===== config.mk =====
export PLATFORM = sky130hd
export DESIGN_NAME = addsub_arbiter
export DESIGN_NICKNAME = d
export VERILOG_FILES = /design/src/rtl/addsub_arbiter.sv
export SDC_FILE = /design/constraint.sdc
export NUM_CORES = 1
export LEC_CHECK = 0
export ABC_CLOCK_PERIOD_IN_PS = 1970
export BUFFER_PORTS_ARGS = -buffer_cell sky130_fd_sc_hd__buf_2
export CORE_ASPECT_RATIO = 0.5
export CORE_MARGIN = 4
export CORE_UTILIZATION = 42
export DETAILED_ROUTE_END_ITERATION = 7
export GPL_ROUTABILITY_DRIVEN = 0
export PLACE_DENSITY = 0.78
export SYNTH_ARGS = -nofsm -noshare
export SYNTH_HDL_FRONTEND = slang
export SYNTH_SLANG_ARGS = --single-unit
export TNS_END_PERCENT = 1

===== constraint.sdc =====
create_clock -name clk -period 1.97 [get_ports clk]
set_input_delay 0.0985 -clock clk [delete_from_list [all_inputs] [get_ports clk]]
set_output_delay 0.0985 -clock clk [all_outputs]
set_load 0.1 [all_outputs]

===== src/rtl/addsub_arbiter.sv =====
// Two-requester round-robin front end for one shared add/sub datapath.
// A single operation is in flight at a time. Every output is registered.
module addsub_arbiter #(
    parameter int W   = 16,
    parameter int LAT = 2
) (
    input  logic         clk,
    input  logic         rst_n,
    input  logic [1:0]   req,
    input  logic [W-1:0] a0,
    input  logic [W-1:0] b0,
    input  logic [W-1:0] a1,
    input  logic [W-1:0] b1,
    input  logic [1:0]   sub,
    output logic [1:0]   gnt,
    output logic [1:0]   done,
    output logic [W:0]   result,
    output logic         busy,
    output logic [W-1:0] dp_a,
    output logic [W-1:0] dp_b,
    output logic         dp_sub,
    output logic         dp_start,
    input  logic [W:0]   dp_res
);

    localparam int CW = 4;
    localparam logic [0:0] ST_IDLE = 1'b0;
    localparam logic [0:0] ST_RUN  = 1'b1;

    logic [0:0]         r_state;
    logic               r_ptr;
    logic               r_owner;
    logic [CW-1:0]      r_cnt;
    logic [1:0]         r_gnt;
    logic [1:0]         r_done;
    logic [W:0]         r_result;
    logic               r_busy;
    logic [W-1:0]       r_dp_a;
    logic [W-1:0]       r_dp_b;
    logic               r_dp_sub;
    logic               r_dp_start;

    logic [1:0][W-1:0] w_a;
    logic [1:0][W-1:0] w_b;
    logic               w_win;
    logic               w_accept;
    logic               w_finish;

    assign w_a = {a1, a0};
    assign w_b = {b1, b0};

    // Requester 1 wins when it is alone, or when both ask and the pointer favours it.
    assign w_win    = req[1] & (~req[0] | r_ptr);
    assign w_accept = (r_state == ST_IDLE) && (req != 2'b00);
    assign w_finish = (r_state == ST_RUN) && (r_cnt == CW'(1));

    always_ff @(posedge clk) begin
        if (!rst_n) begin
            r_state    <= ST_IDLE;
            r_ptr      <= 1'b0;
            r_owner    <= 1'b0;
            r_cnt      <= '0;
            r_gnt      <= '0;
            r_done     <= '0;
            r_result   <= '0;
            r_busy     <= 1'b0;
            r_dp_a     <= '0;
            r_dp_b     <= '0;
            r_dp_sub   <= 1'b0;
            r_dp_start <= 1'b0;
        end else begin
            r_gnt      <= '0;
            r_done     <= '0;
            r_dp_start <= 1'b0;
            case (r_state)
                ST_IDLE: begin
                    if (w_accept) begin
                        r_gnt      <= {w_win, ~w_win};
                        r_dp_start <= 1'b1;
                        r_dp_a     <= w_a[w_win];
                        r_dp_b     <= w_b[w_win];
                        r_dp_sub   <= sub[w_win];
                        r_owner    <= w_win;
                        r_ptr      <= ~w_win;
                        r_cnt      <= CW'(LAT);
                        r_busy     <= 1'b1;
                        r_state    <= ST_RUN;
                    end
                end
                default: begin
                    r_cnt <= r_cnt - 1'b1;
                    if (w_finish) begin
                        r_result <= dp_res;
                        r_done   <= {r_owner, ~r_owner};
                        r_busy   <= 1'b0;
                        r_state  <= ST_IDLE;
                    end
                end
            endcase
        end
    end

    assign gnt      = r_gnt;
    assign done     = r_done;
    assign result   = r_result;
    assign busy     = r_busy;
    assign dp_a     = r_dp_a;
    assign dp_b     = r_dp_b;
    assign dp_sub   = r_dp_sub;
    assign dp_start = r_dp_start;

endmodule


==> qor.log, run 1 <==
[floorplan] number of top-level pins 143
[floorplan] number of rows in the core area 18
[setup_path] CP Max Fanout 18
[setup_path] CP startpoint r_cnt[1]
[detailed_routing] wire length after detailed routing 8420 um
[power_and_ir_drop] fraction of power consumed by combinational cells 27.0%
[clock_network] level count of the clock H-tree 3
[floorplan] horizontal die dimension 113 um
[yosys] number of flip-flops and latches in the synthesized netlist 63
[setup_path] R2R setup slack 340 ps
[cells_and_area] fin util 79.7%
[worst_hold_path] worst hold path class in2reg
[flow_run] max-cap violation count 0
[power_and_ir_drop] Net Switching 1.26 mW
[global_routing] initial antenna violation count 0
[clock_network] clock latency on the worst-skew pair 340 ps
[timing] Max Fclk 613 MHz
[cells_and_area] finished layout cell area 4090 sq um
[clock_network] Max Buffers Root-to-Sink 2
[worst_hold_path] startpoint of the most critical hold path dp_res[9]
[cells_and_area] number of nets in the finished design 510
[timing] smallest hold slack 11.2 ps
[cells_and_area] fraction of final layout cells with drive strength greater than 1 39.2%
[yosys] count of cell types in the netlist 26
[placement] half-perimeter wire length after detailed placement 4460 um
[timing] final clock skew 6.88 ps
[clock_network] TritonCTS clock tree done
[timing] minimum clock period after layout 1630 ps
[floorplan] initial core utilization 45.5%
[clock_network] Clock Pin Slew Worst Setup and Hold Paths 70 ps
[yosys] number of cells produced by synthesis 201
[timing] Slew headroom 50.8%
[global_routing] number of global-route vias before repair 2681
[cells_and_area] synth-to-layout area growth 75.2%
[cells_and_area] footprint of the multi-input gates 920 sq um
[detailed_routing] number of remaining DRC errors 0
[cells_and_area] # diodes 0
[power_and_ir_drop] internal portion of total power 2.53 mW
[placement] placement-stage cell area 3020 sq um
[clock_network] Post CTS Setup Buffer Count 0
[global_routing] wire length of the first global-routing pass 13000 um
[setup_path] critical path class reg2reg
[setup_path] Critical Path Sink Type register
[power_and_ir_drop] sequential share of power 37.1%
[yosys] Mapped Avg Cell Area 11.6 sq um
[detailed_routing] via density per instance 5.30
[floorplan] area of the placeable core 5130 sq um
[clock_network] clk sink count 63
[run_status] outcome complete, no violations
[power_and_ir_drop] clock network power share 35.9%
[timing] setup TNS 0 ps
[power_and_ir_drop] power density cells 926 nW/um^2
[timing] period utilisation layout 82.8%
[cells_and_area] sequential cell area 1260 sq um
[clock_network] hold_buf cts 82
[power_and_ir_drop] worst ir drop on vdd 526 uV
[clock_network] number of clock buffers inserted by TritonCTS 9
[detailed_routing] DR pass1 iterations 4
[setup_path] source of the worst register-to-register timing path r_cnt[1]
[detailed_routing] WL/cell 17.0 um
[yosys] Mapped Nets 290
[floorplan] Total Die Area 6890 sq um
[global_routing] Overall Global Routing Usage 24.3%
[yosys] Netlist Area Pre-Place 2330 sq um
[power_and_ir_drop] total chip power 3.79 mW
[clock_network] CTS Root Cell sky130_fd_sc_hd__clkbuf_8
[timing] fin. max-slew vios 0
[clock_network] post-cts repair resize count 0
[power_and_ir_drop] Leak 2.12 nW
[global_routing] Overflow after GRT 0
[power_and_ir_drop] Sw Share 33.1%
[timing] worst slew pin tran 736 ps
[timing] setup repair after global routing missed its margin false
[yosys] portion of the post-synthesis area used by sequential elements 54.0%
[timing] Final Hold Fails 0
[global_routing] largest net degree at the start of global routing 39
[cells_and_area] # fillers 292
[placement] buffers added on ports 142
[detailed_routing] initial DRC count 251
[floorplan] Die Height 60.7 um
[detailed_routing] number of vias in the routed layout 2631
[detailed_routing] Antenna Nets Post-Route 0
[setup_path] required arrival time at the worst endpoint 2250 ps
[setup_path] CP Data Arrival Time 1910 ps
[yosys] Yosys warning count 0
[setup_path] Setup crit start kind register
[timing] setup violation total in the final timing report 0
==> power groups by stage <==
| stage | Combinational [mW] | Sequential (mW) | Clock (mW) |
|---|---|---|---|
| floorplan | 0.172 | 1.95 | 0 |
| global placement | 0.867 | 1.43 | 0 |
| detailed placement | 0.877 | 1.43 | 0 |
| CTS | 1.00 | 1.40 | 1.38 |
| global route | 1.06 | 1.41 | 1.44 |
| finish | 1.02 | 1.41 | 1.36 |
==> through the flow <==
stage,instances,setup slack (ps)
finish,496,339
global placement,398,482
CTS,496,352
detailed placement,398,371
floorplan,201,518
global route,496,207
==> final cells by class <==
| cell class | count | area share (%) |
|---|---|---|
| repair buffers | 229 | 38.4 |
| flip-flops and latches | 63 | 30.8 |
| multi-input cells | 116 | 22.5 |
| clock buffers | 10 | 3.36 |
| clock inverters | 6 | 2.63 |
| well taps | 70 | 2.14 |
| inverters | 2 | 0.184 |
==> cell usage after synthesis (all sizes together) <==
master   n  area (sq um)
buf     13           120
o22ai    1          6.26
inv      2          7.51
xor2     1          8.76
nand2    6          22.5
or4b     1          10.0
a31o     2          17.5
dfxtp   63          1260
ha       2          25.0
mux2i    1          10.0
a221o   33           330
and4bb   1          12.5
o21a     1          7.51
nor2     2          7.51
nor3     1          5.00
nor2b    5          31.3
o21bai   1          18.8
a22o    17           149
and3    36           225
clkbuf   7          26.3
nor4     1          6.26
nand2b   2          12.5
and2     1          6.26
a21o     1          7.51
==> critical path, stage by stage (launching register included) <==
cell,delay [ps]
sky130_fd_sc_hd__dfxtp_1,330
sky130_fd_sc_hd__inv_1,90
sky130_fd_sc_hd__ha_1,140
sky130_fd_sc_hd__and4bb_1,210
sky130_fd_sc_hd__and2_1,540
sky130_fd_sc_hd__a22o_1,260
==> cell families after synthesis <==
group / after synthesis / synth area share (%)
AND/OR/NAND/NOR: 56 / 14.5
multiplexers: 1 / 0.429
buffers and inverters: 22 / 6.59
adder cells (fa/ha/maj): 2 / 1.07
XOR/XNOR: 1 / 0.375
AO/OA/AOI/OAI: 56 / 23.0
flip-flops: 63 / 54.0
==> placed cells by master (no fill, tap or decap) <==
cell type	n
sky130_fd_sc_hd__or4b_2	1
sky130_fd_sc_hd__nand2_1	6
sky130_fd_sc_hd__a31o_2	2
sky130_fd_sc_hd__mux2i_1	1
sky130_fd_sc_hd__clkinv_2	2
sky130_fd_sc_hd__xor2_1	1
sky130_fd_sc_hd__inv_1	2
sky130_fd_sc_hd__nor4_1	1
sky130_fd_sc_hd__nor3_1	1
sky130_fd_sc_hd__and4bb_1	1
sky130_fd_sc_hd__and2_1	1
sky130_fd_sc_hd__buf_2	142
sky130_fd_sc_hd__o22ai_1	1
sky130_fd_sc_hd__clkbuf_8	10
sky130_fd_sc_hd__dfxtp_1	63
sky130_fd_sc_hd__buf_4	5
sky130_fd_sc_hd__clkinvlp_4	1
sky130_fd_sc_hd__a221o_1	33
sky130_fd_sc_hd__nand2b_1	2
sky130_fd_sc_hd__a21o_1	1
sky130_fd_sc_hd__o21a_1	1
sky130_fd_sc_hd__nor2b_1	5
sky130_fd_sc_hd__o21bai_4	1
sky130_fd_sc_hd__a22o_1	17
sky130_fd_sc_hd__bufinv_16	3
sky130_fd_sc_hd__and3_1	36
sky130_fd_sc_hd__ha_1	2
sky130_fd_sc_hd__nor2_1	2
sky130_fd_sc_hd__dlygate4sd3_1	82
==> metal layers <==
| layer | vias up | share of wire, % | GRT usage, % |
|---|---|---|---|
| met3 | 35 | 8.0 | 7.57 |
| li1 | 1211 | - | - |
| met2 | 145 | 51 | 45.2 |
| met5 | - | 0 | 0 |
| met1 | 1240 | 37 | 25.4 |
| met4 | 0 | 3.3 | 13.5 |
==> path summary, 6_finish.rpt <==
check / cells after the start / end
min reg2reg: 1 / done[0]
min: 2 / result[9]
max: 5 / result[9]
max reg2reg: 5 / result[9]
==> registers in the layout, summed over array words and instances, names as in the netlist <==
register,count
gnt,2
busy,1
r_owner,1
r_cnt,4
r_ptr,1
dp_start,1
dp_b,16
r_state,1
result,17
dp_sub,1
done,2
dp_a,16
Note: power is estimated with default switching activity, not from simulation.
==> run 2, diff against run 1 <==
--- a/config.mk
+++ b/config.mk
@@ -5,14 +5,15 @@
 export SDC_FILE = /design/constraint.sdc
 export NUM_CORES = 1
 export LEC_CHECK = 0
-export ABC_CLOCK_PERIOD_IN_PS = 1970
+export ABC_AREA = 1
+export ABC_CLOCK_PERIOD_IN_PS = 1550
 export BUFFER_PORTS_ARGS = -buffer_cell sky130_fd_sc_hd__buf_2
 export CORE_ASPECT_RATIO = 0.5
 export CORE_MARGIN = 4
-export CORE_UTILIZATION = 42
+export CORE_UTILIZATION = 45
 export DETAILED_ROUTE_END_ITERATION = 7
 export GPL_ROUTABILITY_DRIVEN = 0
-export PLACE_DENSITY = 0.78
+export PLACE_DENSITY = 0.8
 export SYNTH_ARGS = -nofsm -noshare
 export SYNTH_HDL_FRONTEND = slang
 export SYNTH_SLANG_ARGS = --single-unit
==> constraint.sdc (replaced) <==
create_clock -name clk -period 1.55 [get_ports clk]
set_input_delay 0.0775 -clock clk [delete_from_list [all_inputs] [get_ports clk]]
set_output_delay 0.0775 -clock clk [all_outputs]
set_load 0.1 [all_outputs]
==> run 2 against run 1 <==
Compared with the run above: count of clock-buffer cells in the layout rose by 2; utilization down 8.1 points; fmax grew 17%; die area increased by 6.5%; sequential cell count unchanged; final area is 1.4% lower; area after synthesis increased by 15%; largest power group is now clock.
==> qor.log, run 2 <==
[timing] Final Hold Fails 0 [unchanged]
[run_status] outcome complete, no violations
[setup_path] Setup crit start kind register
[yosys] Netlist Area Pre-Place 2680 sq um [+15%]
[global_routing] met2 Track Usage GR 39.1% [-6.1 points]
[clock_network] Clock Pin Slew Worst Setup and Hold Paths 50 ps [-20 ps]
[setup_path] critical path class reg2reg
[global_routing] Overall Global Routing Usage 23.4% [-0.90 points]
[yosys] dominant register cell in the synthesized netlist sky130_fd_sc_hd__dfxtp_1
[global_routing] largest net degree at the start of global routing 47 [+21%]
[cells_and_area] # fillers 409 [+40%]
[global_routing] Top Usage Layer GRT met2
[yosys] Yosys warning count 0 [unchanged]
[yosys] number of flip-flops and latches in the synthesized netlist 63 [unchanged]
[clock_network] clk sink count 63 [unchanged]
[global_routing] met3 GRT Util 7.83% [+0.26 points]
[power_and_ir_drop] Sw Share 32.3% [-0.82 points]
[global_routing] number of global-route vias before repair 2900 [+8.2%]
[cells_and_area] synth-to-layout area growth 50.3%
[yosys] leading post-synthesis cells by instance count sky130_fd_sc_hd__nand2_1 (96), sky130_fd_sc_hd__dfxtp_1 (63), sky130_fd_sc_hd__nand3_1 (63), sky130_fd_sc_hd__inv_1 (34), sky130_fd_sc_hd__nor2_1 (21)
[setup_path] CP Max Fanout 23 [+5]
[clock_network] Max Buffers Root-to-Sink 2 [unchanged]
[power_and_ir_drop] clock network power share 42.4% [+6.5 points]
[yosys] Mapped Avg Cell Area 7.50 sq um [-35%]
[detailed_routing] initial DRC count 160 [-36%]
[timing] Slew headroom 65.5% [+15 points]
[yosys] largest cells by area after synthesis sky130_fd_sc_hd__dfxtp_1 (47%), sky130_fd_sc_hd__nand2_1 (13%), sky130_fd_sc_hd__nand3_1 (12%)
[cells_and_area] sequential cell area 1260 sq um [about the same]
[setup_path] Critical Path Sink Type register
[timing] setup TNS 0 ps [unchanged]
[flow_run] max-cap violation count 0 [unchanged]
[yosys] number of cells produced by synthesis 358 [+78%]
[floorplan] number of top-level pins 143 [unchanged]
[clock_network] level count of the clock H-tree 3 [unchanged]
[cells_and_area] number of flip-flops in the largest register 17 [unchanged]
[timing] minimum clock period after layout 1390 ps [-240 ps]
[detailed_routing] via density per instance 4.98 [-6.1%]
[yosys] area share of the largest cell type after synthesis 47.0% [-7.0 points]
[floorplan] Total Die Area 7340 sq um [+6.5%]
[timing] worst slew pin tran 520 ps [-215 ps]
[cells_and_area] highest-count cells in the layout ignoring fill and taps sky130_fd_sc_hd__buf_2 (142), sky130_fd_sc_hd__nand2_1 (96), sky130_fd_sc_hd__nand3_1 (63)
[clock_network] CTS Root Cell sky130_fd_sc_hd__clkbuf_16
[clock_network] TritonCTS clock tree done
[cells_and_area] fraction of final layout cells with drive strength greater than 1 34.0% [-5.2 points]
[detailed_routing] number of remaining DRC errors 0 [unchanged]
[yosys] leading cell type by number of instances after synthesis sky130_fd_sc_hd__nand2_1
[floorplan] initial core utilization 47.6% [+2.2 points]
[yosys] Mapped Nets 447 [+54%]
[placement] buffers added on ports 142 [unchanged]
[yosys] portion of the post-synthesis area used by sequential elements 47.0% [-7.0 points]
[floorplan] horizontal die dimension 117 um [+3.3%]
[global_routing] Overflow after GRT 0 [unchanged]
[floorplan] number of rows in the core area 19 [+1]
[detailed_routing] WL/cell 14.3 um [-16%]
[cells_and_area] final non-filler cell total 603 [+22%]
[detailed_routing] number of vias in the routed layout 3002 [+14%]
[power_and_ir_drop] Net Switching 1.76 mW [+40%]
[power_and_ir_drop] power density cells 1350 nW/um^2 [+46%]
[detailed_routing] wire length after detailed routing 8640 um [+2.7%]
[yosys] async set or reset register ratio after synthesis 0% [unchanged]
[power_and_ir_drop] sequential share of power 33.0% [-4.1 points]
[global_routing] wire length of the first global-routing pass 13500 um [+3.8%]
[floorplan] Die Height 62.6 um [+3.1%]
[setup_path] required arrival time at the worst endpoint 1810 ps [-440 ps]
[timing] setup violation total in the final timing report 0 [unchanged]
[placement] half-perimeter wire length after detailed placement 5550 um [+24%]
[yosys] Synth area leader sky130_fd_sc_hd__dfxtp_1
[detailed_routing] DR pass1 iterations 4 [unchanged]
[global_routing] met1 routing resource usage after global routing 25.9% [+0.49 points]
[clock_network] clock latency on the worst-skew pair 330 ps [about the same]
[placement] placed insts 564 [+42%]
[timing] fin. max-slew vios 0 [unchanged]
[timing] Max Fclk 719 MHz [+17%]
[power_and_ir_drop] fraction of power consumed by combinational cells 24.6% [-2.4 points]
[worst_hold_path] worst hold path class in2reg
[power_and_ir_drop] worst ir drop on vdd 687 uV [+31%]
[timing] period utilisation layout 89.8% [+6.9 points]
[global_routing] initial antenna violation count 1 [+1]
[cells_and_area] most common library cell in the layout ignoring fill and taps sky130_fd_sc_hd__buf_2
[cells_and_area] number of nets in the finished design 614 [+20%]
[timing] setup repair after global routing missed its margin false
[floorplan] area of the placeable core 5630 sq um [+9.7%]
[yosys] count of cell types in the netlist 29 [+12%]
[cells_and_area] footprint of the multi-input gates 1170 sq um [+27%]
[clock_network] number of clock buffers inserted by TritonCTS 9 [unchanged]
[power_and_ir_drop] Leak 2.20 nW [+3.5%]
[timing] smallest hold slack 3.15 ps [-8.03 ps]
[yosys] count of flip-flops with a built-in enable after synthesis 0 [unchanged]
[power_and_ir_drop] internal portion of total power 3.69 mW [+46%]
[detailed_routing] Antenna Nets Post-Route 0 [unchanged]
[setup_path] CP Data Arrival Time 1650 ps [-260 ps]
[timing] final clock skew 9.32 ps [+2.45 ps]
## run 2: routing by layer
metal / vias up / wire length, um
li1: 1498 / -
met1: 1334 / 3400
met2: 136 / 4260
met3: 34 / 604
met4: 0 / 376
met5: - / 0
## run 2: per-stage QoR
step           setup WS, ps  total power, mW  util (%)  area (sq um)
2_1_floorplan           263             2.82         -          2680
3_3_place_gp            250             3.09      61.3          3450
3_5_place_dp            196             3.10      61.3          3450
4_1_cts                 176             5.46      71.5          4030
5_1_grt                88.9             5.62      71.6          4030
6_report                159             5.45      71.6          4030
## run 2: area by class of cell
class	instances	area share (%)
antenna	1	0.0620
timing repair buffer	176	25.4
clock buffer	12	6.36
inverter	36	3.41
clock inverter	3	2.23
tap	73	2.26
multi-input combinational	239	29.0
sequential	63	31.3
## run 2: what timing repair did
item | in CTS | in global routing
hold buffers | 23 | 0
setup buffers | 0 | 0
hold endpoints to repair | 19 | 0
gates resized for setup | 0 | 1
setup endpoints to repair | 0 | 2
## run 2: power groups by stage
stage,registers (mW),logic [mW],clock network (mW)
after detailed placement,1.82,1.28,0
after floorplan,2.49,0.327,0
final,1.80,1.34,2.31
after global placement,1.82,1.26,0
after CTS,1.79,1.32,2.34
after global routing,1.81,1.41,2.41
## run 2: worst paths after layout
check | to | start | depth (start not counted) | slack [ps]
worst max-delay path | dp_a[3] | r_ptr | 6 | 160
worst min-delay path | result[16] | dp_res[16] | 3 | 3
worst max register to register | dp_a[3] | r_ptr | 6 | 160
worst min register to register | done[0] | r_owner | 1 | 430
## run 2: kinds of logic after synthesis
family | share of synthesized area (%)
adder cells (fa/ha/maj) | 0.932
buffers and inverters | 9.42
AND/OR/NAND/NOR | 37.0
flip-flops | 47.0
XOR/XNOR | 0.326
AO/OA/AOI/OAI | 5.32
## run 2: worst max-delay path, cell delays in order, from the launching register on
cell,delay [ps]
sky130_fd_sc_hd__dfxtp_1,310
sky130_fd_sc_hd__inv_1,80
sky130_fd_sc_hd__nand2_4,80
sky130_fd_sc_hd__nand2_4,180
sky130_fd_sc_hd__nor3_4,450
sky130_fd_sc_hd__nand2_1,120
sky130_fd_sc_hd__nand3_1,100
==> run 3, diff against run 2 <==
--- a/config.mk
+++ b/config.mk
@@ -10,10 +10,12 @@
 export BUFFER_PORTS_ARGS = -buffer_cell sky130_fd_sc_hd__buf_2
 export CORE_ASPECT_RATIO = 0.5
 export CORE_MARGIN = 4
-export CORE_UTILIZATION = 45
+export CORE_UTILIZATION = 46
+export CTS_BUF_LIST = sky130_fd_sc_hd__clkbuf_8
 export DETAILED_ROUTE_END_ITERATION = 7
 export GPL_ROUTABILITY_DRIVEN = 0
-export PLACE_DENSITY = 0.8
+export MAX_ROUTING_LAYER = met4
+export PLACE_DENSITY = 0.82
 export SYNTH_ARGS = -nofsm -noshare
 export SYNTH_HDL_FRONTEND = slang
 export SYNTH_SLANG_ARGS = --single-unit
==> run 3 against run 2 <==
Compared with the run above: sequential share of layout area about the same; combinational power about the same; largest power group unchanged; utilization grew 0.96 points; routed wire length is 2.6% higher; highest routed layer unchanged; die area down 2.0%; non-clock buffer count is 8 higher; via count rose by 4.4%; final area hardly changed.
==> qor.log, run 3 (synthesis results as in run 2) <==
[run_status] outcome complete, no violations
[timing] final clock skew 3.20 ps [-6.12 ps]
[cells_and_area] # diodes 0 [-1]
[power_and_ir_drop] Leak 2.19 nW [-0.38%]
[worst_hold_path] number of stages on the worst hold path 3 [unchanged]
[clock_network] Clock Pin Slew Worst Setup and Hold Paths 70 ps [+20 ps]
[timing] worst slew pin tran 503 ps [-17.3 ps]
[setup_path] worst reg2reg path depth 6 [unchanged]
[clock_network] level count of the clock H-tree 3 [unchanged]
[global_routing] Overall Global Routing Usage 24.3% [+0.90 points]
[setup_path] source of the worst register-to-register timing path r_ptr
[timing] minimum clock period after layout 1380 ps [-7.84 ps]
[cells_and_area] synth-to-layout area growth 50.4% [about the same]
[detailed_routing] WL/cell 14.5 um [+1.3%]
[global_routing] Overflow after GRT 0 [unchanged]
[timing] Slew headroom 66.7% [+1.1 points]
[setup_path] CP Data Arrival Time 1660 ps [about the same]
[detailed_routing] number of remaining DRC errors 0 [unchanged]
[placement] placement-stage cell area 3440 sq um [-0.43%]
[power_and_ir_drop] clock network power share 36.4% [-6.0 points]
[placement] minimum setup slack after placement 134 ps [-61.5 ps]
[timing] setup slack of the critical path after layout 167 ps [+7.84 ps]
[global_routing] number of global-route vias before repair 2804 [-3.3%]
[detailed_routing] initial DRC count 236 [+48%]
[power_and_ir_drop] total chip power 4.96 mW [-8.9%]
[placement] half-perimeter wire length after detailed placement 5480 um [-1.3%]
[power_and_ir_drop] sequential share of power 36.2% [+3.2 points]
[setup_path] R2R setup slack 170 ps [about the same]
[floorplan] initial core utilization 48.2% [+0.61 points]
[power_and_ir_drop] fraction of power consumed by combinational cells 27.4% [+2.8 points]
[cells_and_area] number of nets in the finished design 622 [+1.3%]
[floorplan] area of the placeable core 5560 sq um [-1.3%]
[power_and_ir_drop] Sw Share 35.4% [+3.1 points]
[clock_network] clock latency on the worst-skew pair 330 ps [about the same]
[cells_and_area] highest-count cells in the layout ignoring fill and taps sky130_fd_sc_hd__buf_2 (142), sky130_fd_sc_hd__nand2_1 (96), sky130_fd_sc_hd__nand3_1 (63)
[worst_hold_path] startpoint of the most critical hold path dp_res[10]
[timing] fin. max-slew vios 0 [unchanged]
[power_and_ir_drop] worst ir drop on vdd 775 uV [+13%]
[power_and_ir_drop] power density cells 1230 nW/um^2 [-9.0%]
[cells_and_area] most common library cell in the layout ignoring fill and taps sky130_fd_sc_hd__buf_2
[global_routing] largest net degree at the start of global routing 31 [-34%]
[floorplan] horizontal die dimension 116 um [-1.0%]
[cells_and_area] finished layout cell area 4040 sq um [about the same]
[detailed_routing] via density per instance 5.13 [+3.1%]
[clock_network] clk sink count 63 [unchanged]
[setup_path] required arrival time at the worst endpoint 1820 ps [about the same]
[cells_and_area] fraction of final layout cells with drive strength greater than 1 33.6% [-0.38 points]
[cells_and_area] # fillers 414 [+1.2%]
[detailed_routing] number of vias in the routed layout 3135 [+4.4%]
[worst_hold_path] worst hold path class in2reg
[floorplan] number of rows in the core area 19 [unchanged]
[timing] setup repair after global routing missed its margin false
[clock_network] number of clock buffers inserted by TritonCTS 9 [unchanged]
[timing] Final Hold Fails 0 [unchanged]
[timing] setup violation total in the final timing report 0 [unchanged]
[detailed_routing] Antenna Nets Post-Route 0 [unchanged]
[setup_path] Setup crit start kind register
[global_routing] wire length of the first global-routing pass 13300 um [-1.6%]
[cells_and_area] number of flip-flops in the largest register 17 [unchanged]
[setup_path] Critical Path Sink Type register
[floorplan] Total Die Area 7190 sq um [-2.0%]
[clock_network] Max Buffers Root-to-Sink 2 [unchanged]
[floorplan] Die Height 62.0 um [-0.96%]
[flow_run] max-cap violation count 0 [unchanged]
[global_routing] initial antenna violation count 0 [-1]
[detailed_routing] DR pass1 iterations 6 [+2]
[power_and_ir_drop] Net Switching 1.76 mW [-0.21%]
[detailed_routing] wire length after detailed routing 8870 um [+2.6%]
[clock_network] Post CTS Setup Buffer Count 0 [unchanged]
[timing] setup TNS 0 ps [unchanged]
[power_and_ir_drop] internal portion of total power 3.21 mW [-13%]
[clock_network] CTS Root Cell sky130_fd_sc_hd__clkbuf_8
[setup_path] CP Max Fanout 23 [unchanged]
[floorplan] number of top-level pins 143 [unchanged]
[placement] buffers added on ports 142 [unchanged]
[setup_path] CP startpoint r_ptr
[clock_network] TritonCTS clock tree done
[timing] Max Fclk 723 MHz [+0.57%]
[timing] period utilisation layout 89.2% [-0.51 points]
[setup_path] critical path class reg2reg
[run 3: cell count changes in the layout (fill, tap and decap cells not counted)]
cell / change
sky130_fd_sc_hd__buf_4: -2
sky130_fd_sc_hd__clkbuf_1: -1
sky130_fd_sc_hd__clkbuf_16: -9
sky130_fd_sc_hd__clkbuf_8: +9
sky130_fd_sc_hd__clkinv_2: +1
sky130_fd_sc_hd__clkinv_4: +1
sky130_fd_sc_hd__diode_2: -1
sky130_fd_sc_hd__dlygate4sd3_1: +10
sky130_fd_sc_hd__nand2_4: -1
sky130_fd_sc_hd__nand2_8: +1
sky130_fd_sc_hd__nor2_1: -1
sky130_fd_sc_hd__nor2_2: +1
[run 3: per-layer routing]
layer  share of wire [%]  track usage [%]
met3                 7.9             4.64
met2                  50             42.3
met4                 2.3             8.43
met1                  40             28.9
met5                   0                -
[run 3: power groups by stage]
| stage | Combinational (mW) | Sequential (mW) | Clock [mW] |
|---|---|---|---|
| 3_5_place_dp | 1.27 | 1.82 | 0 |
| 5_1_grt | 1.43 | 1.80 | 1.90 |
| 2_1_floorplan | 0.327 | 2.49 | 0 |
| 4_1_cts | 1.34 | 1.79 | 1.82 |
| 3_3_place_gp | 1.26 | 1.82 | 0 |
| 6_report | 1.36 | 1.79 | 1.81 |
[run 3: cell type report]
| class | count | area, sq um | area share [%] |
|---|---|---|---|
| sequential | 63 | 1260 | 31.3 |
| clock inverter | 5 | 104 | 2.57 |
| tap | 73 | 91.3 | 2.26 |
| multi-input combinational | 239 | 1180 | 29.3 |
| clock buffer | 11 | 151 | 3.75 |
| timing repair buffer | 184 | 1110 | 27.5 |
| inverter | 36 | 138 | 3.41 |
[run 3: final timing paths]
path                                    to
worst max-delay path               dp_a[1]
worst min-delay path            result[10]
worst max register to register     dp_a[1]
worst min register to register     dp_b[0]
[run 3: timing repair]
item	in CTS	in global routing
hold buffers	33	0
hold endpoints to repair	29	0
setup endpoints to repair	0	29
gates resized for setup	0	3
[run 3: critical path, stage by stage, from the launching register on]
cell	delay, ps
sky130_fd_sc_hd__dfxtp_1	310
sky130_fd_sc_hd__inv_1	70
sky130_fd_sc_hd__nand2_4	200
sky130_fd_sc_hd__nand2_8	170
sky130_fd_sc_hd__nor3_4	370
sky130_fd_sc_hd__nand2_1	110
sky130_fd_sc_hd__nand3_1	80
[run 3: stage by stage]
step	utilization [%]	hold slack, ps	cells
after floorplan	-	188	358
after global placement	61.8	273	562
after detailed placement	61.8	277	562
after CTS	72.3	0.693	611
after global routing	72.6	11.6	611
final	72.6	2.43	611
